### config.mk
export PLATFORM = sky130hd
export DESIGN_NAME = cw_pipe
export DESIGN_NICKNAME = d
export VERILOG_FILES = /design/src/rtl/lc3b_types.sv /design/src/rtl/cw_hazard_unit.sv /design/src/rtl/cw_pipe.sv
export SDC_FILE = /design/constraint.sdc
export NUM_CORES = 1
export LEC_CHECK = 0
export BUFFER_PORTS_ARGS = -buffer_cell sky130_fd_sc_hd__buf_2
export CORE_UTILIZATION = 49
export CTS_CLUSTER_SIZE = 28
export DETAILED_ROUTE_END_ITERATION = 12
export PLACE_DENSITY = 0.76
export SYNTH_ARGS = -nofsm -noshare
export SYNTH_HDL_FRONTEND = slang
export SYNTH_HIERARCHICAL = 1
export SYNTH_SLANG_ARGS = --single-unit
export TNS_END_PERCENT = 100
### constraint.sdc
create_clock -name clk -period 1.68 [get_ports clk]
set_clock_uncertainty 0.05 [all_clocks]
set_input_delay 0.336 -clock clk [delete_from_list [all_inputs] [get_ports clk]]
set_output_delay 0.336 -clock clk [all_outputs]
set_load 0.03 [all_outputs]
### src/rtl/lc3b_types.sv
// Shared LC-3b pipeline types: register index, ALU ops and the decoded control word
// split into the sub-words consumed by EX, MEM and WB.
package lc3b_types;

    typedef logic [2:0] lc3b_reg;

    typedef enum logic [3:0] {
        alu_add, alu_and, alu_not, alu_pass, alu_sll, alu_srl, alu_sra
    } lc3b_aluop;

    typedef struct packed {
        lc3b_aluop  aluop;
        logic       sr2mux_sel;
        logic [1:0] pcmux_sel;
    } lc3b_ex_cw;

    typedef struct packed {
        logic d_mem_read;
        logic d_mem_write;
        logic mem_byte;
    } lc3b_mem_cw;

    typedef struct packed {
        logic       load_regfile;
        logic       load_cc;
        logic       d_mem_read;
        logic       d_mem_write;
        logic [1:0] regfilemux_sel;
    } lc3b_wb_cw;

    typedef struct packed {
        lc3b_ex_cw  ex;
        lc3b_mem_cw mem;
        lc3b_wb_cw  wb;
    } lc3b_control_word;

    typedef struct packed {
        lc3b_mem_cw mem;
        lc3b_wb_cw  wb;
    } lc3b_mem_stage_cw;

    // Used for reset and for every bubble injected into a stage.
    localparam lc3b_control_word NOP_CW = '{
        ex:  '{aluop: alu_pass, sr2mux_sel: 1'b0, pcmux_sel: 2'b00},
        mem: '{d_mem_read: 1'b0, d_mem_write: 1'b0, mem_byte: 1'b0},
        wb:  '{load_regfile: 1'b0, load_cc: 1'b0, d_mem_read: 1'b0,
               d_mem_write: 1'b0, regfilemux_sel: 2'b00}
    };

endpackage

### src/rtl/cw_hazard_unit.sv
// Combinational hazard logic: load-use detection, data-port arbitration between the
// MEM and WB stages, and the resulting per-stage holds and global stall.
module cw_hazard_unit
    import lc3b_types::*;
#(
    parameter bit LOAD_USE_EN = 1'b1,
    parameter bit WB_PRIORITY = 1'b1
) (
    input  logic    valid_id,
    input  lc3b_reg sr1_id,
    input  lc3b_reg sr2_id,
    input  logic    sr1_used,
    input  logic    sr2_used,
    input  logic    valid_ex,
    input  logic    ex_mem_read,
    input  logic    ex_load_regfile,
    input  lc3b_reg dest_ex,
    input  logic    valid_mem,
    input  logic    mem_rd,
    input  logic    mem_wr,
    input  logic    valid_wb,
    input  logic    wb_rd,
    input  logic    wb_wr,
    input  logic    dmem_resp,
    output logic    luse,
    output logic    owner_wb,
    output logic    wb_need,
    output logic    wb_hold,
    output logic    mem_hold,
    output logic    stall_all
);

    logic mem_need;
    logic src_match;

    always_comb begin
        src_match = (sr1_used && (sr1_id == dest_ex)) || (sr2_used && (sr2_id == dest_ex));
        luse      = LOAD_USE_EN && valid_ex && ex_mem_read && ex_load_regfile
                    && valid_id && src_match;

        wb_need  = valid_wb && (wb_rd || wb_wr);
        mem_need = valid_mem && (mem_rd || mem_wr);

        // With no requester the owner defaults to MEM so the select idles low.
        if (wb_need && mem_need) begin
            owner_wb = WB_PRIORITY;
        end else begin
            owner_wb = wb_need;
        end

        wb_hold   = wb_need && !(owner_wb && dmem_resp);
        mem_hold  = mem_need && !(!owner_wb && dmem_resp);
        stall_all = wb_hold || mem_hold;
    end

endmodule

### src/rtl/cw_pipe.sv
// ID/EX, EX/MEM and MEM/WB control-word registers with bubble, squash and
// memory-stall handling, plus the shared data-port request.
module cw_pipe
    import lc3b_types::*;
#(
    parameter bit LOAD_USE_EN = 1'b1,
    parameter bit WB_PRIORITY = 1'b1
) (
    input  logic             clk,
    input  logic             rst,
    input  lc3b_control_word cw_id,
    input  logic             valid_id,
    input  lc3b_reg          dest_id,
    input  lc3b_reg          sr1_id,
    input  lc3b_reg          sr2_id,
    input  logic             sr1_used,
    input  logic             sr2_used,
    input  logic             flush,
    input  logic             dmem_resp,
    output lc3b_ex_cw        cw_ex_o,
    output lc3b_mem_cw       cw_mem_o,
    output lc3b_wb_cw        cw_wb_o,
    output lc3b_reg          dest_ex_o,
    output lc3b_reg          dest_mem_o,
    output lc3b_reg          dest_wb_o,
    output logic             valid_ex_o,
    output logic             valid_mem_o,
    output logic             valid_wb_o,
    output logic             stall_id_o,
    output logic             dmem_read_o,
    output logic             dmem_write_o,
    output logic             dmem_wb_sel_o
);

    lc3b_control_word cw_ex_q, cw_ex_d;
    lc3b_mem_stage_cw cw_mem_q, cw_mem_d;
    lc3b_wb_cw        cw_wb_q, cw_wb_d;
    lc3b_reg          dest_ex_q, dest_ex_d, dest_mem_q, dest_mem_d, dest_wb_q, dest_wb_d;
    logic             valid_ex_q, valid_ex_d, valid_mem_q, valid_mem_d, valid_wb_q, valid_wb_d;

    logic luse, owner_wb, wb_need, wb_hold, mem_hold, stall_all;

    cw_hazard_unit #(
        .LOAD_USE_EN(LOAD_USE_EN),
        .WB_PRIORITY(WB_PRIORITY)
    ) u_hazard (
        .valid_id       (valid_id),
        .sr1_id         (sr1_id),
        .sr2_id         (sr2_id),
        .sr1_used       (sr1_used),
        .sr2_used       (sr2_used),
        .valid_ex       (valid_ex_q),
        .ex_mem_read    (cw_ex_q.mem.d_mem_read),
        .ex_load_regfile(cw_ex_q.wb.load_regfile),
        .dest_ex        (dest_ex_q),
        .valid_mem      (valid_mem_q),
        .mem_rd         (cw_mem_q.mem.d_mem_read),
        .mem_wr         (cw_mem_q.mem.d_mem_write),
        .valid_wb       (valid_wb_q),
        .wb_rd          (cw_wb_q.d_mem_read),
        .wb_wr          (cw_wb_q.d_mem_write),
        .dmem_resp      (dmem_resp),
        .luse           (luse),
        .owner_wb       (owner_wb),
        .wb_need        (wb_need),
        .wb_hold        (wb_hold),
        .mem_hold       (mem_hold),
        .stall_all      (stall_all)
    );

    always_comb begin
        cw_ex_d     = cw_ex_q;
        dest_ex_d   = dest_ex_q;
        valid_ex_d  = valid_ex_q;
        cw_mem_d    = cw_mem_q;
        dest_mem_d  = dest_mem_q;
        valid_mem_d = valid_mem_q;
        cw_wb_d     = cw_wb_q;
        dest_wb_d   = dest_wb_q;
        valid_wb_d  = valid_wb_q;

        if (!stall_all) begin
            cw_wb_d     = cw_mem_q.wb;
            dest_wb_d   = dest_mem_q;
            valid_wb_d  = valid_mem_q;
            cw_mem_d    = '{mem: cw_ex_q.mem, wb: cw_ex_q.wb};
            dest_mem_d  = dest_ex_q;
            valid_mem_d = valid_ex_q;
            if (flush || luse) begin
                cw_ex_d    = NOP_CW;
                dest_ex_d  = '0;
                valid_ex_d = 1'b0;
            end else begin
                cw_ex_d    = cw_id;
                dest_ex_d  = dest_id;
                valid_ex_d = valid_id;
            end
        end else begin
            // A finished WB access retires even while MEM waits, otherwise a WB-priority
            // port would never be released to the instruction behind it.
            if (wb_need && !wb_hold) begin
                cw_wb_d    = NOP_CW.wb;
                dest_wb_d  = '0;
                valid_wb_d = 1'b0;
            end
            if (flush) begin
                cw_ex_d    = NOP_CW;
                dest_ex_d  = '0;
                valid_ex_d = 1'b0;
            end
        end
    end

    always_ff @(posedge clk) begin
        if (rst) begin
            cw_ex_q     <= NOP_CW;
            cw_mem_q    <= '{mem: NOP_CW.mem, wb: NOP_CW.wb};
            cw_wb_q     <= NOP_CW.wb;
            dest_ex_q   <= '0;
            dest_mem_q  <= '0;
            dest_wb_q   <= '0;
            valid_ex_q  <= 1'b0;
            valid_mem_q <= 1'b0;
            valid_wb_q  <= 1'b0;
        end else begin
            cw_ex_q     <= cw_ex_d;
            cw_mem_q    <= cw_mem_d;
            cw_wb_q     <= cw_wb_d;
            dest_ex_q   <= dest_ex_d;
            dest_mem_q  <= dest_mem_d;
            dest_wb_q   <= dest_wb_d;
            valid_ex_q  <= valid_ex_d;
            valid_mem_q <= valid_mem_d;
            valid_wb_q  <= valid_wb_d;
        end
    end

    always_comb begin
        cw_ex_o               = cw_ex_q.ex;
        cw_mem_o              = cw_mem_q.mem;
        cw_mem_o.d_mem_read   = cw_mem_q.mem.d_mem_read & valid_mem_q;
        cw_mem_o.d_mem_write  = cw_mem_q.mem.d_mem_write & valid_mem_q;
        cw_wb_o               = cw_wb_q;
        cw_wb_o.load_regfile  = cw_wb_q.load_regfile & valid_wb_q;
        cw_wb_o.load_cc       = cw_wb_q.load_cc & valid_wb_q;
        cw_wb_o.d_mem_read    = cw_wb_q.d_mem_read & valid_wb_q;
        cw_wb_o.d_mem_write   = cw_wb_q.d_mem_write & valid_wb_q;
        dest_ex_o             = dest_ex_q;
        dest_mem_o            = dest_mem_q;
        dest_wb_o             = dest_wb_q;
        valid_ex_o            = valid_ex_q;
        valid_mem_o           = valid_mem_q;
        valid_wb_o            = valid_wb_q;
        stall_id_o            = stall_all | (luse & ~flush);
        dmem_wb_sel_o         = owner_wb;
        dmem_read_o  = owner_wb ? (valid_wb_q & cw_wb_q.d_mem_read)
                                : (valid_mem_q & cw_mem_q.mem.d_mem_read);
        dmem_write_o = owner_wb ? (valid_wb_q & cw_wb_q.d_mem_write)
                                : (valid_mem_q & cw_mem_q.mem.d_mem_write);
    end

endmodule

==> impl_summary.md <==
Worst setup path
The critical path is of the reg2out type. The combined buffer and inverter count along the critical path is 1. STA classifies the critical path endpoint as an output port. The standard cell with the maximum stage delay on the critical path is sky130_fd_sc_hd__dfxtp_2. Traced cell by cell, the critical path runs through o21ai_4 > nor2_1 > or2_4 > a21o_4 > buf_6. In this run the worst setup path begins at cw_wb_q[2]$_SDFFE_PP0P_. The startpoint of the lowest-slack register-to-register path is dest_ex_o[2]$_SDFFE_PP0P_. The kind of start point of the critical path is a flip-flop. The required time of the critical path is 1.29 ns. STA puts the critical path data arrival time at 1.44 ns. Along the worst path, the maximum fanout reaches 3. The largest single stage delay on the critical path is 0.34 ns. In this design, the largest share of critical-path delay is due to compound AO/OA/AOI/OAI gates.

Detailed routing
The first routing iteration left 84 violations. The count of vias placed by the detailed router is 1618. For this block, the routed nets add up to 4.24 mm of wire. The detailed-route vias per instance is approximately 5.

For this run, design rule violations remaining after detail routing come to 0. Before antenna repair, the detailed router went through 4 iterations. The per-cell routed wire length is 13.3 um.

The post-route antenna net violation count is 0.

Layout
The area added between synthesis and finish is 29.8%. The ratio of cells with drive above 1 in the final layout is 0.424. The count of antenna diodes in the layout is 0.

In the final design database the tool counted 303 nets.

Synthesis
The mean cell area of the mapped netlist is between 8 and 9 um2. The Yosys step of the flow raised 6 warnings. Synthesis produced a netlist whose cell count is 213. Of the total synthesized cell area, the portion taken by XOR and XNOR cells is 0.0278.

Of the synthesized area, sequential elements account for 0.455. The combinational family with the most area after synthesis is simple AND/OR/NAND/NOR gates. The simple-gate portion of the synthesized area is 0.238. The number of storage elements in the synthesis netlist is 43. The post-synthesis compound-gate area fraction is 0.0999. The synthesized netlist contains 23 unique library cells.

After synthesis, the share of cell area in mux cells is 0.0807. The top cell type by total area after synthesis is sky130_fd_sc_hd__dfxtp_1. Of the total synthesized cell area, the portion taken by full adders, half adders and majority gates is 0. Of the post-synthesis cell area, the dominant cell type holds 0.455. By area the synthesized netlist is led by sky130_fd_sc_hd__dfxtp_1 (46%), sky130_fd_sc_hd__a21oi_1 (7.1%), sky130_fd_sc_hd__mux2i_1 (6.9%), sky130_fd_sc_hd__nor2_1 (6.8%), sky130_fd_sc_hd__nor3b_1 (6.0%). Synthesis produced a netlist with a net count of 245. The mapped netlist covers 1890 um2.

STA
The worst slew slack as a fraction of its limit is 0.573. In the final timing run, aggregate negative setup slack is -0.377 ns. At the pin with the least slew margin, the transition time is 0.640 ns. The number of hold violations in the final report was 0. Dividing the final minimum period by the clock period gives 1.09. On the final layout, the worst hold slack is 0.222 ns. Setup repair after global routing could not meet its margin everywhere. The number of max-slew violations in the final report is 0. The final number of setup-violating endpoints is 4. The routed design could run at a clock period as short as 1.83 ns. The worst-case setup margin in the final layout is -0.148 ns.

Derived from the worst setup path, the maximum achievable clock frequency is 0.547 GHz.

Pwr
In this run the static leakage power is roughly 1.1 nW. Summing internal, switching and leakage power gives between 1.5 and 2 mW. Across the VDD grid, the largest voltage drop is just over 600 uV. The power per cell area is between 700 and 800 nW/um2.

Clock network
The clock transition at the registers of the reported paths is 0.08 ns. Buffers inserted during clock tree synthesis total 5. Clock tree synthesis selected as its root buffer the cell sky130_fd_sc_hd__clkbuf_8. Buffers inserted to repair hold after CTS numbered 0. The clock net sink count is 43.

The number of buffers on the longest clock path is 2. The later pin in the worst-skew pair is clocked with a latency of 0.29 ns. The TritonCTS clock tree is yes. In this run the number of H-tree levels came out at 2.

Floorplan
In this run the count of I/O pins placed on the die edge is 64. The area of the core region is 3690 um2. In this run the horizontal extent of the chip is 64.1 um. The floorplan step set the die height to 64.1 um.

The die covers approximately 4100 um2. The initialized floorplan defines 22 standard-cell rows. The initial utilization of the core area, before any placement, comes to 0.513.

Hold path
The launch point of the worst hold path is dest_id[2]. The min-delay analysis places its worst path in the category in2reg.

Global routing
The first global-routing pass estimated 6.82 mm of wire. Entering global routing, the biggest net connects 25 pins. In the global route stage, overall resource usage came out at 0.217. The number of global-route vias before repair was between 1000 and 1500. The residual overflow from global routing is 0.

The number of antenna violations at the first check in global routing is 0.

Run status
The flow ran to the end, but the final reports show violations. The checks that failed: negative setup slack.

Place
The HPWL after detailed placement is 2.83 mm. The post-placement setup slack is -0.0836 ns. The number of I/O port buffers is 63. At the end of routability-driven placement, the weighted congestion stood at 0.760.

Run
The reported max-cap violation count is 0.
==> where the power goes <==
part           internal (mW)  switching (mW)
sequential              1.05          0.0227
clock                  0.322           0.329
combinational         0.0918           0.103
==> area by class of cell <==
cell class / count / area, um2
fillers: 317 / 1230
clock inverters: 1 / 5.00
clock buffers: 6 / 82.6
repair buffers: 78 / 462
well taps: 48 / 60.1
multi-input cells: 141 / 955
flip-flops and latches: 43 / 880
inverters: 2 / 10.0
==> cells in the mapped netlist <==
| cell type | n |
|---|---|
| sky130_fd_sc_hd__dfxtp_1 | 43 |
| sky130_fd_sc_hd__nor2_1 | 34 |
| sky130_fd_sc_hd__a21oi_1 | 27 |
| sky130_fd_sc_hd__nor3b_1 | 15 |
| sky130_fd_sc_hd__mux2i_1 | 13 |
| sky130_fd_sc_hd__buf_4 | 12 |
| sky130_fd_sc_hd__nand2b_1 | 11 |
| sky130_fd_sc_hd__nand3_1 | 10 |
| sky130_fd_sc_hd__buf_2 | 7 |
| sky130_fd_sc_hd__and2_1 | 6 |
| sky130_fd_sc_hd__xnor2_1 | 6 |
| sky130_fd_sc_hd__clkbuf_1 | 5 |
| sky130_fd_sc_hd__a22oi_1 | 3 |
| sky130_fd_sc_hd__buf_6 | 3 |
| sky130_fd_sc_hd__nand4_1 | 3 |
| sky130_fd_sc_hd__o21ai_0 | 3 |
| sky130_fd_sc_hd__inv_1 | 2 |
| sky130_fd_sc_hd__mux2_2 | 2 |
| sky130_fd_sc_hd__nor2b_1 | 2 |
| sky130_fd_sc_hd__nor3_1 | 2 |
| sky130_fd_sc_hd__or2_1 | 2 |
| sky130_fd_sc_hd__a21o_1 | 1 |
| sky130_fd_sc_hd__o21ai_2 | 1 |
==> worst reg2reg max path: stages, from the launching register on <==
cell and delay [ns]:
sky130_fd_sc_hd__dfxtp_4 0.37, sky130_fd_sc_hd__xnor2_2 0.15, sky130_fd_sc_hd__nand4_1 0.15, sky130_fd_sc_hd__a21oi_2 0.21, sky130_fd_sc_hd__buf_4 0.30, sky130_fd_sc_hd__nor3b_2 0.08, sky130_fd_sc_hd__a21oi_1 0.16, sky130_fd_sc_hd__nor2_1 0.07
==> cell families after synthesis <==
logic type	count (synthesis)
flops	43
mux	15
simple gates	85
compound gates	35
buf+inv	29
xor+xnor	6
==> metal layers <==
metal  wire [um]  vias up  track usage
li1            -      823            -
met1        1940      737        0.277
met2        2020       54        0.347
met3         231        4       0.0679
met4          43        0       0.0722
met5           0        -            0
==> state kept, by name, summed over array words and instances (netlist names) <==
signal / flops
valid_mem_o: 1
cw_wb_o: 2
dest_wb_o: 3
dest_ex_o: 3
valid_ex_o: 1
dest_mem_o: 3
cw_mem_o: 1
cw_mem_q: 8
valid_wb_o: 1
cw_ex_o: 7
cw_ex_q: 9
cw_wb_q: 4
==> per-stage QoR <==
step / area, um2 / cells / utilization
floorplan: 1920 / 213 / -
global placement: 2180 / 307 / 0.592
detailed placement: 2180 / 307 / 0.592
CTS: 2330 / 316 / 0.631
global route: 2450 / 319 / 0.665
finish: 2450 / 319 / 0.665
==> timing repair <==
action                     in CTS  in global routing
pin swaps                       3                  7
buffers inserted                2                  3
resized for setup              11                 28
setup endpoints to repair       7                 28
==> path summary, 6_finish.rpt <==
path                                    end  slack (ns)  cells after the start
setup / recovery                 stall_id_o       -0.15                      5
hold / removal    dest_ex_o[2]$_SDFFE_PP0P_        0.22                      3
setup reg to reg    cw_ex_q[1]$_SDFFE_PP0P_           0                      7
hold reg to reg     cw_wb_o[0]$_SDFFE_PP0P_        0.42                      2
==> cell usage in the layout (no fill, tap or decap), drive strengths merged, types with 3 or more instances in the layout <==
cell type	netlist	routed
a21oi	27	27
a22oi	3	3
and2	6	6
buf	22	78
clkbuf	5	6
dfxtp	43	43
mux2i	13	13
nand2b	11	11
nand3	10	10
nand4	3	3
nor2	34	34
nor3b	15	15
o21ai	4	4
xnor2	6	6
(Power assumes the default switching activity.)
